--- src/rtl/csr_file_m_pkg.sv ---
// Shared constants for the machine-mode CSR file: addresses, op encodings,
// mstatus bit positions and interrupt cause codes.
package csr_file_m_pkg;

  typedef enum logic [1:0] {
    CsrOpNone  = 2'b00,
    CsrOpWrite = 2'b01,
    CsrOpSet   = 2'b10,
    CsrOpClear = 2'b11
  } csr_op_e;

  localparam logic [11:0] CsrMstatus   = 12'h300;
  localparam logic [11:0] CsrMie       = 12'h304;
  localparam logic [11:0] CsrMtvec     = 12'h305;
  localparam logic [11:0] CsrMscratch  = 12'h340;
  localparam logic [11:0] CsrMepc      = 12'h341;
  localparam logic [11:0] CsrMcause    = 12'h342;
  localparam logic [11:0] CsrMtval     = 12'h343;
  localparam logic [11:0] CsrMip       = 12'h344;
  localparam logic [11:0] CsrMcycle    = 12'hB00;
  localparam logic [11:0] CsrMcycleh   = 12'hB80;
  localparam logic [11:0] CsrMinstret  = 12'hB02;
  localparam logic [11:0] CsrMinstreth = 12'hB82;
  localparam logic [11:0] CsrMhartid   = 12'hF14;

  localparam int unsigned MstatusMie  = 3;
  localparam int unsigned MstatusMpie = 7;
  localparam logic [31:0] MstatusMpp  = 32'h0000_1800;

  localparam logic [4:0] IrqCodeTimer     = 5'd7;
  localparam logic [4:0] IrqCodeExt       = 5'd11;
  localparam logic [4:0] IrqCodeLocalBase = 5'd16;

  function automatic logic [31:0] csr_apply(csr_op_e op, logic [31:0] old_val,
                                            logic [31:0] wdata);
    logic [31:0] res;
    unique case (op)
      CsrOpWrite: res = wdata;
      CsrOpSet:   res = old_val | wdata;
      CsrOpClear: res = old_val & ~wdata;
      default:    res = old_val;
    endcase
    return res;
  endfunction

endpackage

--- src/rtl/csr_file_m_if.sv ---
// CSR access port: address/operand/op from the pipeline, read data and
// illegal flag back from the CSR file.
interface csr_file_m_if #(
  parameter int unsigned XLEN = 32
);
  logic [11:0]     csr_addr;
  logic [XLEN-1:0] csr_wdata;
  logic [1:0]      csr_op;
  logic [XLEN-1:0] csr_rdata;
  logic            csr_illegal;

  modport master (
    output csr_addr, csr_wdata, csr_op,
    input  csr_rdata, csr_illegal
  );

  modport slave (
    input  csr_addr, csr_wdata, csr_op,
    output csr_rdata, csr_illegal
  );
endinterface

--- src/rtl/csr_file_m_csr_counter64.sv ---
// 64-bit free-running counter with independently writable halves; a write to
// either half suppresses that cycle's increment.
module csr_counter64 (
  input  logic        clk,
  input  logic        rst_n,
  input  logic        inc,
  input  logic        we_lo,
  input  logic        we_hi,
  input  logic [31:0] wdata,
  output logic [63:0] count
);

  logic [63:0] count_d, count_q;

  always_comb begin
    count_d = count_q;
    if (we_lo) begin
      count_d[31:0] = wdata;
    end else if (we_hi) begin
      count_d[63:32] = wdata;
    end else if (inc) begin
      count_d = count_q + 64'd1;
    end
  end

  always_ff @(posedge clk or negedge rst_n) begin
    if (!rst_n) begin
      count_q <= '0;
    end else begin
      count_q <= count_d;
    end
  end

  assign count = count_q;

endmodule

--- src/rtl/csr_file_m.sv ---
// Machine-mode CSR file: trap/mret state, interrupt pending/priority logic,
// and the mcycle/minstret counters.
module csr_file_m
  import csr_file_m_pkg::*;
#(
  parameter int unsigned XLEN      = 32,
  parameter int unsigned NUM_IRQ   = 4,
  parameter int unsigned HART_ID   = 0,
  parameter logic [31:0] RST_MTVEC = 32'h0
) (
  input  logic               clk,
  input  logic               rst_n,
  csr_file_m_if.slave        csr,
  input  logic               trap_valid,
  input  logic               trap_is_irq,
  input  logic [XLEN-1:0]    trap_cause,
  input  logic [XLEN-1:0]    trap_pc,
  input  logic [XLEN-1:0]    trap_tval,
  input  logic               mret_valid,
  input  logic               instr_retire,
  input  logic               timer_irq,
  input  logic               ext_irq,
  input  logic [NUM_IRQ-1:0] local_irq,
  output logic               irq_pending,
  output logic [XLEN-1:0]    irq_cause,
  output logic [XLEN-1:0]    trap_vector,
  output logic [XLEN-1:0]    mepc_o
);

  localparam logic [31:0] MieMask = 32'h0000_0888 | (((32'd1 << NUM_IRQ) - 32'd1) << 16);

  logic        status_mie_q, status_mie_d, status_mpie_q, status_mpie_d;
  logic [31:0] mie_q, mie_d, mtvec_q, mtvec_d, mscratch_q, mscratch_d;
  logic [31:0] mepc_q, mepc_d, mcause_q, mcause_d, mtval_q, mtval_d;
  logic [31:0] irq_raw, irq_s1_q, mip_q;
  logic [63:0] mcycle, minstret;
  logic [31:0] rdata, wval, irq_pend, cause_int;
  logic        illegal, read_only, csr_we, irq_any;
  logic [4:0]  irq_code;
  csr_op_e     op;

  assign op = csr_op_e'(csr.csr_op);

  // Two-flop synchroniser for every interrupt line; mip_q is the second stage.
  always_comb begin
    irq_raw                 = '0;
    irq_raw[7]              = timer_irq;
    irq_raw[11]             = ext_irq;
    irq_raw[16 +: NUM_IRQ]  = local_irq;
  end

  always_ff @(posedge clk or negedge rst_n) begin
    if (!rst_n) begin
      irq_s1_q <= '0;
      mip_q    <= '0;
    end else begin
      irq_s1_q <= irq_raw;
      mip_q    <= irq_s1_q;
    end
  end

  // Priority: ext > timer > lowest-index local line.
  always_comb begin
    irq_pend = mip_q & mie_q;
    irq_any  = |irq_pend;
    irq_code = '0;
    for (int i = NUM_IRQ - 1; i >= 0; i--) begin
      if (irq_pend[16 + i]) irq_code = IrqCodeLocalBase + 5'(i);
    end
    if (irq_pend[7])  irq_code = IrqCodeTimer;
    if (irq_pend[11]) irq_code = IrqCodeExt;
    cause_int = irq_any ? {1'b1, 26'b0, irq_code} : '0;
  end

  assign irq_pending = status_mie_q & irq_any;
  assign irq_cause   = cause_int;
  assign mepc_o      = mepc_q;

  always_comb begin
    trap_vector = {mtvec_q[31:2], 2'b00};
    if (mtvec_q[1:0] == 2'b01 && trap_is_irq) begin
      trap_vector = {mtvec_q[31:2], 2'b00} + {25'b0, irq_code, 2'b00};
    end
  end

  always_comb begin
    rdata     = '0;
    illegal   = 1'b0;
    read_only = 1'b0;
    case (csr.csr_addr)
      CsrMstatus:   rdata = MstatusMpp | (32'(status_mpie_q) << MstatusMpie)
                                       | (32'(status_mie_q) << MstatusMie);
      CsrMie:       rdata = mie_q;
      CsrMtvec:     rdata = mtvec_q;
      CsrMscratch:  rdata = mscratch_q;
      CsrMepc:      rdata = mepc_q;
      CsrMcause:    rdata = mcause_q;
      CsrMtval:     rdata = mtval_q;
      CsrMcycle:    rdata = mcycle[31:0];
      CsrMcycleh:   rdata = mcycle[63:32];
      CsrMinstret:  rdata = minstret[31:0];
      CsrMinstreth: rdata = minstret[63:32];
      CsrMip: begin
        rdata     = mip_q;
        read_only = 1'b1;
      end
      CsrMhartid: begin
        rdata     = HART_ID;
        read_only = 1'b1;
      end
      default:      illegal = 1'b1;
    endcase
    if (read_only && op != CsrOpNone) illegal = 1'b1;
  end

  assign csr.csr_rdata   = rdata;
  assign csr.csr_illegal = illegal;

  assign csr_we = (op != CsrOpNone) && !illegal && !trap_valid && !mret_valid;
  assign wval   = csr_apply(op, rdata, csr.csr_wdata);

  always_comb begin
    status_mie_d  = status_mie_q;
    status_mpie_d = status_mpie_q;
    mie_d         = mie_q;
    mtvec_d       = mtvec_q;
    mscratch_d    = mscratch_q;
    mepc_d        = mepc_q;
    mcause_d      = mcause_q;
    mtval_d       = mtval_q;
    if (trap_valid) begin
      mepc_d        = {trap_pc[31:2], 2'b00};
      mcause_d      = trap_is_irq ? cause_int : trap_cause;
      mtval_d       = trap_tval;
      status_mpie_d = status_mie_q;
      status_mie_d  = 1'b0;
    end else if (mret_valid) begin
      status_mie_d  = status_mpie_q;
      status_mpie_d = 1'b1;
    end else if (csr_we) begin
      case (csr.csr_addr)
        CsrMstatus: begin
          status_mie_d  = wval[MstatusMie];
          status_mpie_d = wval[MstatusMpie];
        end
        CsrMie:      mie_d = wval & MieMask;
        CsrMtvec: begin
          mtvec_d[31:2] = wval[31:2];
          // Reserved modes (1x) keep the current mode.
          if (!wval[1]) mtvec_d[1:0] = wval[1:0];
        end
        CsrMscratch: mscratch_d = wval;
        CsrMepc:     mepc_d     = {wval[31:2], 2'b00};
        CsrMcause:   mcause_d   = wval;
        CsrMtval:    mtval_d    = wval;
        default: ;
      endcase
    end
  end

  always_ff @(posedge clk or negedge rst_n) begin
    if (!rst_n) begin
      status_mie_q  <= 1'b0;
      status_mpie_q <= 1'b0;
      mie_q         <= '0;
      mtvec_q       <= RST_MTVEC;
      mscratch_q    <= '0;
      mepc_q        <= '0;
      mcause_q      <= '0;
      mtval_q       <= '0;
    end else begin
      status_mie_q  <= status_mie_d;
      status_mpie_q <= status_mpie_d;
      mie_q         <= mie_d;
      mtvec_q       <= mtvec_d;
      mscratch_q    <= mscratch_d;
      mepc_q        <= mepc_d;
      mcause_q      <= mcause_d;
      mtval_q       <= mtval_d;
    end
  end

  csr_counter64 u_mcycle (
    .clk   (clk),
    .rst_n (rst_n),
    .inc   (1'b1),
    .we_lo (csr_we && csr.csr_addr == CsrMcycle),
    .we_hi (csr_we && csr.csr_addr == CsrMcycleh),
    .wdata (wval),
    .count (mcycle)
  );

  csr_counter64 u_minstret (
    .clk   (clk),
    .rst_n (rst_n),
    .inc   (instr_retire),
    .we_lo (csr_we && csr.csr_addr == CsrMinstret),
    .we_hi (csr_we && csr.csr_addr == CsrMinstreth),
    .wdata (wval),
    .count (minstret)
  );

endmodule

--- src/flat_wrapper.sv ---
// flat-port wrapper written by rule: the top's interface ports become plain ports
module csr_file_m_flat import csr_file_m_pkg::*;
#(
  parameter int unsigned XLEN      = 32,
  parameter int unsigned NUM_IRQ   = 4,
  parameter int unsigned HART_ID   = 0,
  parameter logic [31:0] RST_MTVEC = 32'h0
)
  (clk, rst_n, trap_valid, trap_is_irq, trap_cause, trap_pc, trap_tval, mret_valid, instr_retire, timer_irq, ext_irq, local_irq, irq_pending, irq_cause, trap_vector, mepc_o, csr_csr_addr, csr_csr_wdata, csr_csr_op, csr_csr_rdata, csr_csr_illegal);
  csr_file_m_if #(.XLEN(XLEN)) csr_i ();
  input  logic clk;
  input  logic rst_n;
  input  logic trap_valid;
  input  logic trap_is_irq;
  input  logic [XLEN-1:0] trap_cause;
  input  logic [XLEN-1:0] trap_pc;
  input  logic [XLEN-1:0] trap_tval;
  input  logic mret_valid;
  input  logic instr_retire;
  input  logic timer_irq;
  input  logic ext_irq;
  input  logic [NUM_IRQ-1:0] local_irq;
  output logic irq_pending;
  output logic [XLEN-1:0] irq_cause;
  output logic [XLEN-1:0] trap_vector;
  output logic [XLEN-1:0] mepc_o;
  input wire logic [$bits(csr_i.csr_addr)-1:0] csr_csr_addr;
  input wire logic [$bits(csr_i.csr_wdata)-1:0] csr_csr_wdata;
  input wire logic [$bits(csr_i.csr_op)-1:0] csr_csr_op;
  output wire logic [$bits(csr_i.csr_rdata)-1:0] csr_csr_rdata;
  output wire logic [$bits(csr_i.csr_illegal)-1:0] csr_csr_illegal;
  assign csr_i.csr_addr = csr_csr_addr;
  assign csr_i.csr_wdata = csr_csr_wdata;
  assign csr_i.csr_op = csr_csr_op;
  assign csr_csr_rdata = csr_i.csr_rdata;
  assign csr_csr_illegal = csr_i.csr_illegal;
  csr_file_m #(.XLEN(XLEN), .NUM_IRQ(NUM_IRQ), .HART_ID(HART_ID), .RST_MTVEC(RST_MTVEC)) u_core (.clk(clk), .rst_n(rst_n), .csr(csr_i), .trap_valid(trap_valid), .trap_is_irq(trap_is_irq), .trap_cause(trap_cause), .trap_pc(trap_pc), .trap_tval(trap_tval), .mret_valid(mret_valid), .instr_retire(instr_retire), .timer_irq(timer_irq), .ext_irq(ext_irq), .local_irq(local_irq), .irq_pending(irq_pending), .irq_cause(irq_cause), .trap_vector(trap_vector), .mepc_o(mepc_o));
endmodule
--- config.mk ---
export PLATFORM = sky130hd
export DESIGN_NAME = csr_file_m_flat
export DESIGN_NICKNAME = d
export VERILOG_FILES = /design/src/rtl/csr_file_m_pkg.sv /design/src/rtl/csr_file_m_if.sv /design/src/rtl/csr_file_m_csr_counter64.sv /design/src/rtl/csr_file_m.sv /design/src/flat_wrapper.sv
export SDC_FILE = /design/constraint.sdc
export NUM_CORES = 1
export LEC_CHECK = 0
export ABC_AREA = 1
export CAP_MARGIN = 30
export CORE_MARGIN = 3
export CORE_UTILIZATION = 44
export CTS_CLUSTER_DIAMETER = 120
export CTS_CLUSTER_SIZE = 12
export DETAILED_ROUTE_END_ITERATION = 12
export PLACE_DENSITY = 0.66
export SYNTH_ARGS = -nofsm -noshare
export SYNTH_HDL_FRONTEND = slang
export SYNTH_SLANG_ARGS = --single-unit
--- constraint.sdc ---
create_clock -name clk -period 5.5 [get_ports clk]
set_input_delay 0.55 -clock clk [delete_from_list [all_inputs] [get_ports clk]]
set_output_delay 0.55 -clock clk [all_outputs]
set_load 0.005 [all_outputs]
# ---- Word-level counts from Yosys, hierarchy flattened
# Cells that the tools add are included.
dict set report word_totals {
  ff_bits 308
  out_inout_bits 130
  word_cells 122
}
dict set report classes {
  reduce_logical 34
  n_eq_ne 19
  bitwise 10
  add_sub_neg 3
  muxes 41
}
# op count
set op_table {}
lappend op_table {{32-bit 2-to-1 mux} 21}
lappend op_table {{32-bit case mux with 12 select lines} 1}
lappend op_table {{64-bit by 1-bit adder with 64-bit output, second input constant} 2}
lappend op_table {{12-bit by 10-bit == test with 1-bit output, second input constant} 8}
lappend op_table {{32-bit case mux with 3 select lines} 1}
lappend op_table {{64-bit 2-to-1 mux} 1}
lappend op_table {{12-bit == test, second input constant} 5}
lappend op_table {{32-bit by 7-bit adder with 32-bit output} 1}
lappend op_table {{32-bit bitwise AND} 1}
lappend op_table {{32-bit NOT} 1}
lappend op_table {{32-bit OR} 1}
lappend op_table {{32-bit OR reduction} 1}
lappend op_table {{5-bit 2-to-1 mux} 6}
lappend op_table {{20-bit bitwise AND} 1}
lappend op_table {{2-bit nonzero test} 7}
lappend op_table {{13-bit by 4-bit OR with 13-bit output} 1}
lappend op_table {{13-bit OR reduction} 1}
lappend op_table {{4-bit AND reduction} 3}
lappend op_table {{1-bit 2-to-1 mux} 11}
lappend op_table {{1-bit logical AND} 9}
lappend op_table {{3-bit AND reduction} 3}
lappend op_table {{2-bit != test, second input constant} 3}
lappend op_table {{2-bit AND reduction} 3}
lappend op_table {{3-bit nonzero test} 2}
lappend op_table {{7 further kinds} 13}

# ---- Longest topological paths before layout
# Gate-level depths: netlist of run 1.
dict set report depth {
  ltp_word 12
  depth_mapped 19
  depth_no_buf 19
}

# ---- Modules after synthesis
# From an unflattened synthesis of run 1, not the netlist that was laid out.
dict set report unflattened {
  cells_unflattened 3686
  hier_area_um2 22980.8
}
# mod n_inst area_each_um2 seq_area_each_um2 cells_each
set modules_own_cells {}
lappend modules_own_cells {csr_file_m 1 12983.7 4454.3 2078}
lappend modules_own_cells {csr_counter64 2 4998.5 1601.5 804}

# ---- Worst setup path after synthesis of run 1
# OpenSTA, ideal clock, no wires.
dict set report synth_path {
  path_kind {register to output}
  startpoint {register u_core.mie_q[7]}
  endpoint {output port trap_vector[28]}
  slack_ps 2680
  n_path_buf 0
  path_stages_with_launch 19
  t_arrival_ps 2270
  path_cell_list {dfrtp_1 -> nand2_1 -> nand2_1 -> inv_1 -> nand2_1 -> ha_1 -> fa_1 -> nand2_1 -> inv_1 -> o21ai_0 -> nand2_1 -> nand2_1 -> nand2_1 -> nand2_1 -> inv_1 -> nand3b_1 -> nor3_1 -> nand2_1 -> xor2_1}
}
dict set report synth_via {
  elab_chain_len 5
}
# element line
set synth_rtl {}
lappend synth_rtl {{start, declared} csr_file_m.sv:33} ;# logic [31:0] mie_q, mie_d, mtvec_q, mtvec_d, mscratch_q, mscratch_d;
lappend synth_rtl {{start signal, assigned} csr_file_m.sv:174} ;# mie_q <= mie_d;
lappend synth_rtl {{20-bit bitwise AND} csr_file_m.sv:64} ;# irq_pend = mip_q & mie_q;
lappend synth_rtl {{5-bit 2-to-1 mux} csr_file_m.sv:70} ;# if (irq_pend[7]) irq_code = IrqCodeTimer;
lappend synth_rtl {{5-bit 2-to-1 mux} csr_file_m.sv:71} ;# if (irq_pend[11]) irq_code = IrqCodeExt;
lappend synth_rtl {{32-bit by 7-bit adder with 32-bit output} csr_file_m.sv:82} ;# trap_vector = {mtvec_q[31:2], 2'b00} + {25'b0, irq_code, 2'b00};
lappend synth_rtl {{32-bit 2-to-1 mux} csr_file_m.sv:81} ;# if (mtvec_q[1:0] == 2'b01 && trap_is_irq) begin
lappend synth_rtl {{end, declared} flat_wrapper.sv:25} ;# output logic [XLEN-1:0] trap_vector;
# No other way between the ends.

# ---- Final worst setup path of run 1
dict set report layout_path {
  startpoint {register u_core.mie_q[11]}
  endpoint {output port trap_vector[30]}
}
dict set report layout_via {
  elab_chain_len 4
}
# element line
set layout_rtl {}
lappend layout_rtl {{20-bit bitwise AND} csr_file_m.sv:64}
lappend layout_rtl {{5-bit 2-to-1 mux} csr_file_m.sv:71}
lappend layout_rtl {{32-bit by 7-bit adder with 32-bit output} csr_file_m.sv:82}
lappend layout_rtl {{32-bit 2-to-1 mux} csr_file_m.sv:81}
# No other way between the ends.

==> impl_metrics.ini, run 1 <==
[finish]
design_area_mm2 = 0.02561
fin_nets = 3835
fin_cells = 4329
drive_gt1_share_pct = 3.785
area_growth_pct = 17.99
utilization_pct = 53.09

[floorplan]
rows = 80
ios = 284
dieWidth_um = 228.1
core_mm2 = 0.04825
initial_utilization_pct = 45.00
dieArea_mm2 = 0.05204
die_y_um = 228.1

[power]
vdd_drop_max_mv = 0.2349
leakagePower_uw = 0.01270
powerDensity_mw_per_mm2 = 200.1
p_total_uw = 5125

[routing]
drc_errors = 0
viasPerCell = 5.582
dr.first_iter.drc_count = 3175
dr.pass1.iters = 6
routedWlPerCell_um = 23.21
vias = 24160
wl_um = 100500
antenna_left = 0

[worst_hold_path]
hold_class = reg -> reg
holdPathStages = 0
hold_path_end = u_core.mip_q[17]$_DFF_PN0_
worstHoldStart = u_core.irq_s1_q[17]$_DFF_PN0_

[global_route]
grt_max_degree = 116
grt_pass1_vias = 22530
grt_usage_pct = 37.41
grt_pass1_wl_um = 146700
antenna_found_initial = 3
grt_overflow_total = 0

[clock_network]
clk_latency_ns = 0.60
cts_made_buffers = 29
cts_sinks = 306
cts.root.buffer_cell = clkbuf_16
htreeDepth = 1
path_clk_slew_ns = 0.07
cts_resized = 0
cts_buffer_depth = 3
tritoncts = done

[timing]
slew_viol_final = 0
fin_tns_setup_ns = 0
rsz0062_at_grt = false
finClkSkew_ns = 0.02150
report.final.hold_viol_count = 0
fmax_mhz = 214.9
slew_headroom_pct = 29.62
setup_viol = 0
worst_slew_pin_slew_ns = 1.052
finalCritPeriodShare_pct = 84.60
fin_crit_ns = 4.653

[place]
dpl.cell_count = 4297
hpwlAfterDp_um = 77240
place_area_mm2 = 0.02487
gp_congestion = 1.089
io_buffer_count = 251

[setup_path]
crit_type = reg -> out
r2r_start = u_core.u_mcycle.count[1]$_DFFE_PN0P_
cp-start-kind = flip-flop
cp_data_arrival_time_ns = 4.10
rrSetupSlack_ns = 2.45
reg2regPathDepth = 12
crit_fanout = 5
reg2reg_to = u_core.u_mcycle.count[58]$_DFFE_PN0N_
endpoint_kind = output pin
critPathRequiredTime_ns = 4.95

[synth]
ys_ff_latch = 306
avgSynthCellArea_um2 = 6.264
yosysWarnings = 0
synth_cell_types = 46
seq_area_frac_synth_pct = 35.27
netlist_area_mm2 = 0.02171
synthCells = 3466

[status]
outcome = completed

[flow_run]
max-cap-violations = 0
-- final cells by class --
class / count / area, um2
timing repair buffer: 315 / 3050
multi-input combinational: 2759 / 12370
clock buffer: 29 / 725.7
inverter: 262 / 983.4
antenna: 1 / 2.502
tap: 656 / 820.8
clock inverter: 1 / 8.758
fill: 5187 / 22630
sequential: 306 / 7657
-- critical path, stage by stage, from the launching register on --
cell and delay [ns]:
dfrtp_1 0.42, nand2_1 0.14, inv_1 0.14, nor2_1 0.40
ha_1 0.28, nand2_1 0.07, inv_1 0.07, o21ai_0 0.09
nand2_1 0.09, nand2_1 0.06, nand2_1 0.11, nand3_1 0.11
nor4_1 0.65, nand3_1 0.18, xor2_1 0.17, clkdlybuf4s50_1 0.52
-- power breakdown --
part	internal [uW]	total [uW]	switching (uW)
clock network	924	1850	924
registers	2370	2510	135
logic	282	771	489
total	3580	5120	1550
-- registers in the layout (all words and copies together), names as in the netlist --
name and flops:
u_core.mepc_o 30, u_core.mip_q 6, u_core.u_minstret.count 64, u_core.irq_s1_q 6
u_core.u_mcycle.count 64, u_core.mie_q 7, u_core.mscratch_q 32, u_core.status_mie_q 1
u_core.status_mpie_q 1, u_core.mcause_q 32, u_core.mtvec_q 31, u_core.mtval_q 32
-- through the flow --
step                      hold slack, ns  setup slack (ns)
after detailed placement          0.3347            0.9883
after floorplan                   0.2544             2.680
after global placement            0.3331             1.013
after CTS                         0.3430            0.8719
after global routing              0.3602            0.5339
final                             0.3443            0.8471
-- logic make-up after synthesis --
logic type                 after synthesis  synth area share, %
adders and majority gates                8               0.4956
buffers and inverters                  430                8.535
other                                    1              0.01727
xor gates and xnor gates               146                5.890
and+or+nand+nor                       2381                45.01
AOI/OAI and AO/OA                      194                4.784
DFF                                    306                35.27
-- metal layers --
metal / wire length (um) / GRT usage [%] / vias to the layer above
li1: - / - / 11200
met1: 40260 / 49.38 / 11390
met2: 43610 / 57.73 / 1293
met3: 10600 / 9.207 / 275
met4: 5995 / 17.76 / 2
met5: 11 / 0 / -
-- synthesized netlist by cell type (all sizes together) --
cell | instances | area [um2]
a2111oi | 4 | 35.03
a21boi | 2 | 15.01
a21oi | 12 | 60.06
a221oi | 1 | 8.760
a22o | 2 | 17.52
a22oi | 3 | 22.52
and2 | 2 | 12.51
and3 | 1 | 6.260
buf | 116 | 673.2
clkbuf | 52 | 196.4
clkinv | 1 | 3.750
conb | 1 | 3.750
dfrtp | 306 | 7657
fa | 1 | 20.02
ha | 7 | 87.58
inv | 261 | 979.7
nand2 | 1603 | 6022
nand3 | 261 | 1319
nand3b | 19 | 142.6
nand4 | 87 | 550.5
nor2 | 328 | 1294
nor3 | 67 | 340.3
nor3b | 2 | 15.01
nor4 | 8 | 50.05
o2111ai | 1 | 8.760
o211ai | 1 | 7.510
o21a | 1 | 7.510
o21ai | 163 | 830.8
o22ai | 4 | 25.02
or2 | 2 | 12.51
or3 | 1 | 6.260
xnor2 | 24 | 210.2
xor2 | 122 | 1069
-- layout by cell type (no fill, tap or decap), types with 3 or more instances in the layout --
cell / instances
nand3_1: 260
o21ai_1: 6
clkdlybuf4s50_1: 249
o21ai_0: 153
buf_4: 58
inv_1: 246
conb_1: 30
ha_1: 7
a2111oi_0: 4
a22oi_1: 3
xnor2_1: 24
dfrtp_1: 306
nand3b_1: 19
nor2_2: 10
nor4_1: 8
buf_12: 3
nor2_4: 7
nor2_1: 311
nand4_1: 86
nand2_1: 1601
o22ai_1: 4
nor3_1: 66
inv_2: 15
a21oi_1: 12
clkbuf_16: 29
xor2_1: 121
-- worst max path at each step --
stage | start | endpoint | slack [ns] | depth (start not counted)
after floorplan | u_core.mie_q[7]$_DFFE_PN0P_ | trap_vector[28] | 2.68 | 18
after global placement | csr_csr_addr[0] | u_core.u_minstret.count[44]$_DFFE_PN0P_ | 1.01 | 14
after detailed placement | csr_csr_addr[0] | u_core.u_minstret.count[37]$_DFFE_PN0P_ | 0.99 | 14
after CTS | u_core.mie_q[11]$_DFFE_PN0P_ | trap_vector[30] | 0.87 | 15
after global routing | u_core.mie_q[11]$_DFFE_PN0P_ | trap_vector[30] | 0.53 | 15
final | u_core.mie_q[11]$_DFFE_PN0P_ | trap_vector[30] | 0.85 | 15
-- repair_timing --
item,in CTS,in global routing
buffers inserted,0,0
hold buffers,1,0
endpoints found under the hold margin,3,0
No activity file was read; power rests on OpenSTA's default activity.
==> run 2: changes to the inputs <==
--- a/config.mk
+++ b/config.mk
@@ -12,7 +12,7 @@
 export CTS_CLUSTER_DIAMETER = 120
 export CTS_CLUSTER_SIZE = 12
 export DETAILED_ROUTE_END_ITERATION = 12
-export PLACE_DENSITY = 0.66
+export PLACE_DENSITY = 0.69
 export SYNTH_ARGS = -nofsm -noshare
 export SYNTH_HDL_FRONTEND = slang
 export SYNTH_SLANG_ARGS = --single-unit
==> constraint.sdc (replaced) <==
create_clock -name clk -period 3.7 [get_ports clk]
set_input_delay 0.37 -clock clk [delete_from_list [all_inputs] [get_ports clk]]
set_output_delay 0.37 -clock clk [all_outputs]
set_load 0.005 [all_outputs]
==> run 2 against run 1 <==
Effect of this change:
- cell area increased by 3.8%
- first-iteration DRC count rose by 1.3%
- worst setup slack got worse by 0.74 ns
- hold slack worse by 0.11 ns
- cell count is 2.0% higher
- die area unchanged
- utilization up 2.0 points
- clock skew up 0.022 ns
- non-clock buffer count is 86 higher
- routed wire length grew 1.9%
- clock power up 48%
- sequential share of layout area down 1.1 points
- largest power group unchanged
- highest routed layer is now met4
==> impl_metrics.ini, run 2 (synthesized netlist as in run 1, its figures left out) <==
[global_route]
grt_pass1_wl_um = 149500
grt_overflow_total = 0
grt_max_degree = 87
grt_usage_pct = 37.99
grt_pass1_vias = 22990
antenna_found_initial = 2

[timing]
fin_crit_ns = 3.591
rsz0062_at_grt = true
fin_tns_setup_ns = 0
report.final.hold_viol_count = 0
fin_ws_ns = 0.1091
slew_headroom_pct = 34.06
finalCritPeriodShare_pct = 97.05
worst_slew_pin_slew_ns = 0.9876
setup_viol = 0
finClkSkew_ns = 0.04392
fmax_mhz = 278.5
slew_viol_final = 0

[flow_run]
max-cap-violations = 0

[floorplan]
dieArea_mm2 = 0.05204
core_mm2 = 0.04825
dieWidth_um = 228.1
initial_utilization_pct = 45.00
die_y_um = 228.1
rows = 80
ios = 284

[place]
gp_congestion = 1.035
io_buffer_count = 251
hpwlAfterDp_um = 79160
pre_cts_ws_ns = 0.1876

[setup_path]
crit_type = reg -> out
endpoint_kind = output pin
crit_fanout = 5
cp-start-kind = flip-flop
critPathRequiredTime_ns = 3.33
cp_data_arrival_time_ns = 3.22

[clock_network]
htreeDepth = 1
path_clk_slew_ns = 0.07
tritoncts = done
cts.root.buffer_cell = clkbuf_16
cts_buffer_depth = 3
cts_made_buffers = 29
clk_latency_ns = 0.61
cts_sinks = 306

[routing]
antenna_left = 0
drc_errors = 0
wl_um = 102400
dr.first_iter.drc_count = 3215
vias = 24620
routedWlPerCell_um = 23.19
viasPerCell = 5.575
dr.pass1.iters = 6

[worst_hold_path]
hold_class = in -> reg

[status]
outcome = completed

[power]
leakagePower_uw = 0.01320
vdd_drop_max_mv = 0.3448
powerDensity_mw_per_mm2 = 288.4

[finish]
fin_nets = 3921
final_cell_mix = 1585 x nand2_1, 306 x dfrtp_1, 304 x nor2_1
area_growth_pct = 22.50
drive_gt1_share_pct = 7.023
final_common_cell = nand2_1
## run 2: changes by cell type in the layout (fill, tap and decap cells not counted), moves of 6 or more
cell,change
buf_12,+15
nor2_2,+6
nor2_1,-7
nand2_2,+15
clkdlybuf4s50_1,-8
nand2_1,-16
buf_4,+72
## run 2: power breakdown
part           total [uW]  switching, uW  leakage, uW  internal [uW]
clock                2730           1350     0.000359           1380
sequential           3730            207      0.00398           3520
combinational        1210            746      0.00886            466
total                7670           2300       0.0132           5370
## run 2: path summary, 6_finish.rpt
| check | cells after the start | to | slack, ns | startpoint |
|---|---|---|---|---|
| min in group asynchronous | 2 | u_core.mcause_q[31]$_DFFE_PN0P_ | 0.41 | rst_n |
| hold / removal | 1 | u_core.irq_s1_q[16]$_DFF_PN0_ | 0.24 | local_irq[0] |
| setup reg to reg | 14 | u_core.u_minstret.count[50]$_DFFE_PN0P_ | 0.60 | u_core.u_minstret.count[1]$_DFFE_PN0P_ |
| setup / recovery | 12 | trap_vector[15] | 0.11 | u_core.mie_q[11]$_DFFE_PN0P_ |
| hold reg to reg | 0 | u_core.mip_q[19]$_DFF_PN0_ | 0.35 | u_core.irq_s1_q[19]$_DFF_PN0_ |
| max in group asynchronous | 3 | u_core.u_mcycle.count[63]$_DFFE_PN0N_ | 2.34 | rst_n |
## run 2: critical path, stage by stage (launching register included)
cell	delay (ns)
dfrtp_1	0.40
nand2_2	0.13
inv_2	0.10
nor2_2	0.16
ha_1	0.31
a21oi_1	0.24
o21ai_2	0.09
a21oi_2	0.14
nor2_2	0.06
nand2_2	0.14
nor2_2	0.06
xor2_1	0.24
clkdlybuf4s50_1	0.56
## run 2: metrics by stage
stage	power, uW	area (um2)	hold WS [ns]	utilization, %	cells
2_1_floorplan	4225	21820	0.07441	-	3495
4_1_cts	7656	26420	0.2229	54.77	4407
3_3_place_gp	4946	25560	0.3377	52.97	4366
5_1_grt	7918	26590	0.2322	55.12	4415
6_report	7669	26590	0.2353	55.12	4416
3_5_place_dp	4961	25580	0.3356	53.03	4367
## run 2: layer usage
metal  wire length, um  track usage (%)  vias up
li1                  -                -    11390
met1             41280            50.85    11590
met2             43970            57.58     1363
met3             10690            8.583      276
met4              6475            19.67        0
met5                 0                0        -
## run 2: cell type report
class | instances | area (um2)
Fill cell | 4997 | 21650
Inverter | 262 | 985.9
Multi-Input combinational cell | 2759 | 12510
Tap cell | 656 | 820.8
Sequential cell | 306 | 7657
Clock inverter | 1 | 7.507
Clock buffer | 30 | 729.5
Antenna cell | 1 | 2.502
Timing Repair Buffer | 401 | 3884
## run 2: repair_timing
action                     4_1_cts  5_1_grt
hold buffers                     1        0
pin swaps                        4       10
resized for setup               20       36
hold endpoints to repair        82        0
buffers inserted                 8        8
setup endpoints to repair       20       22
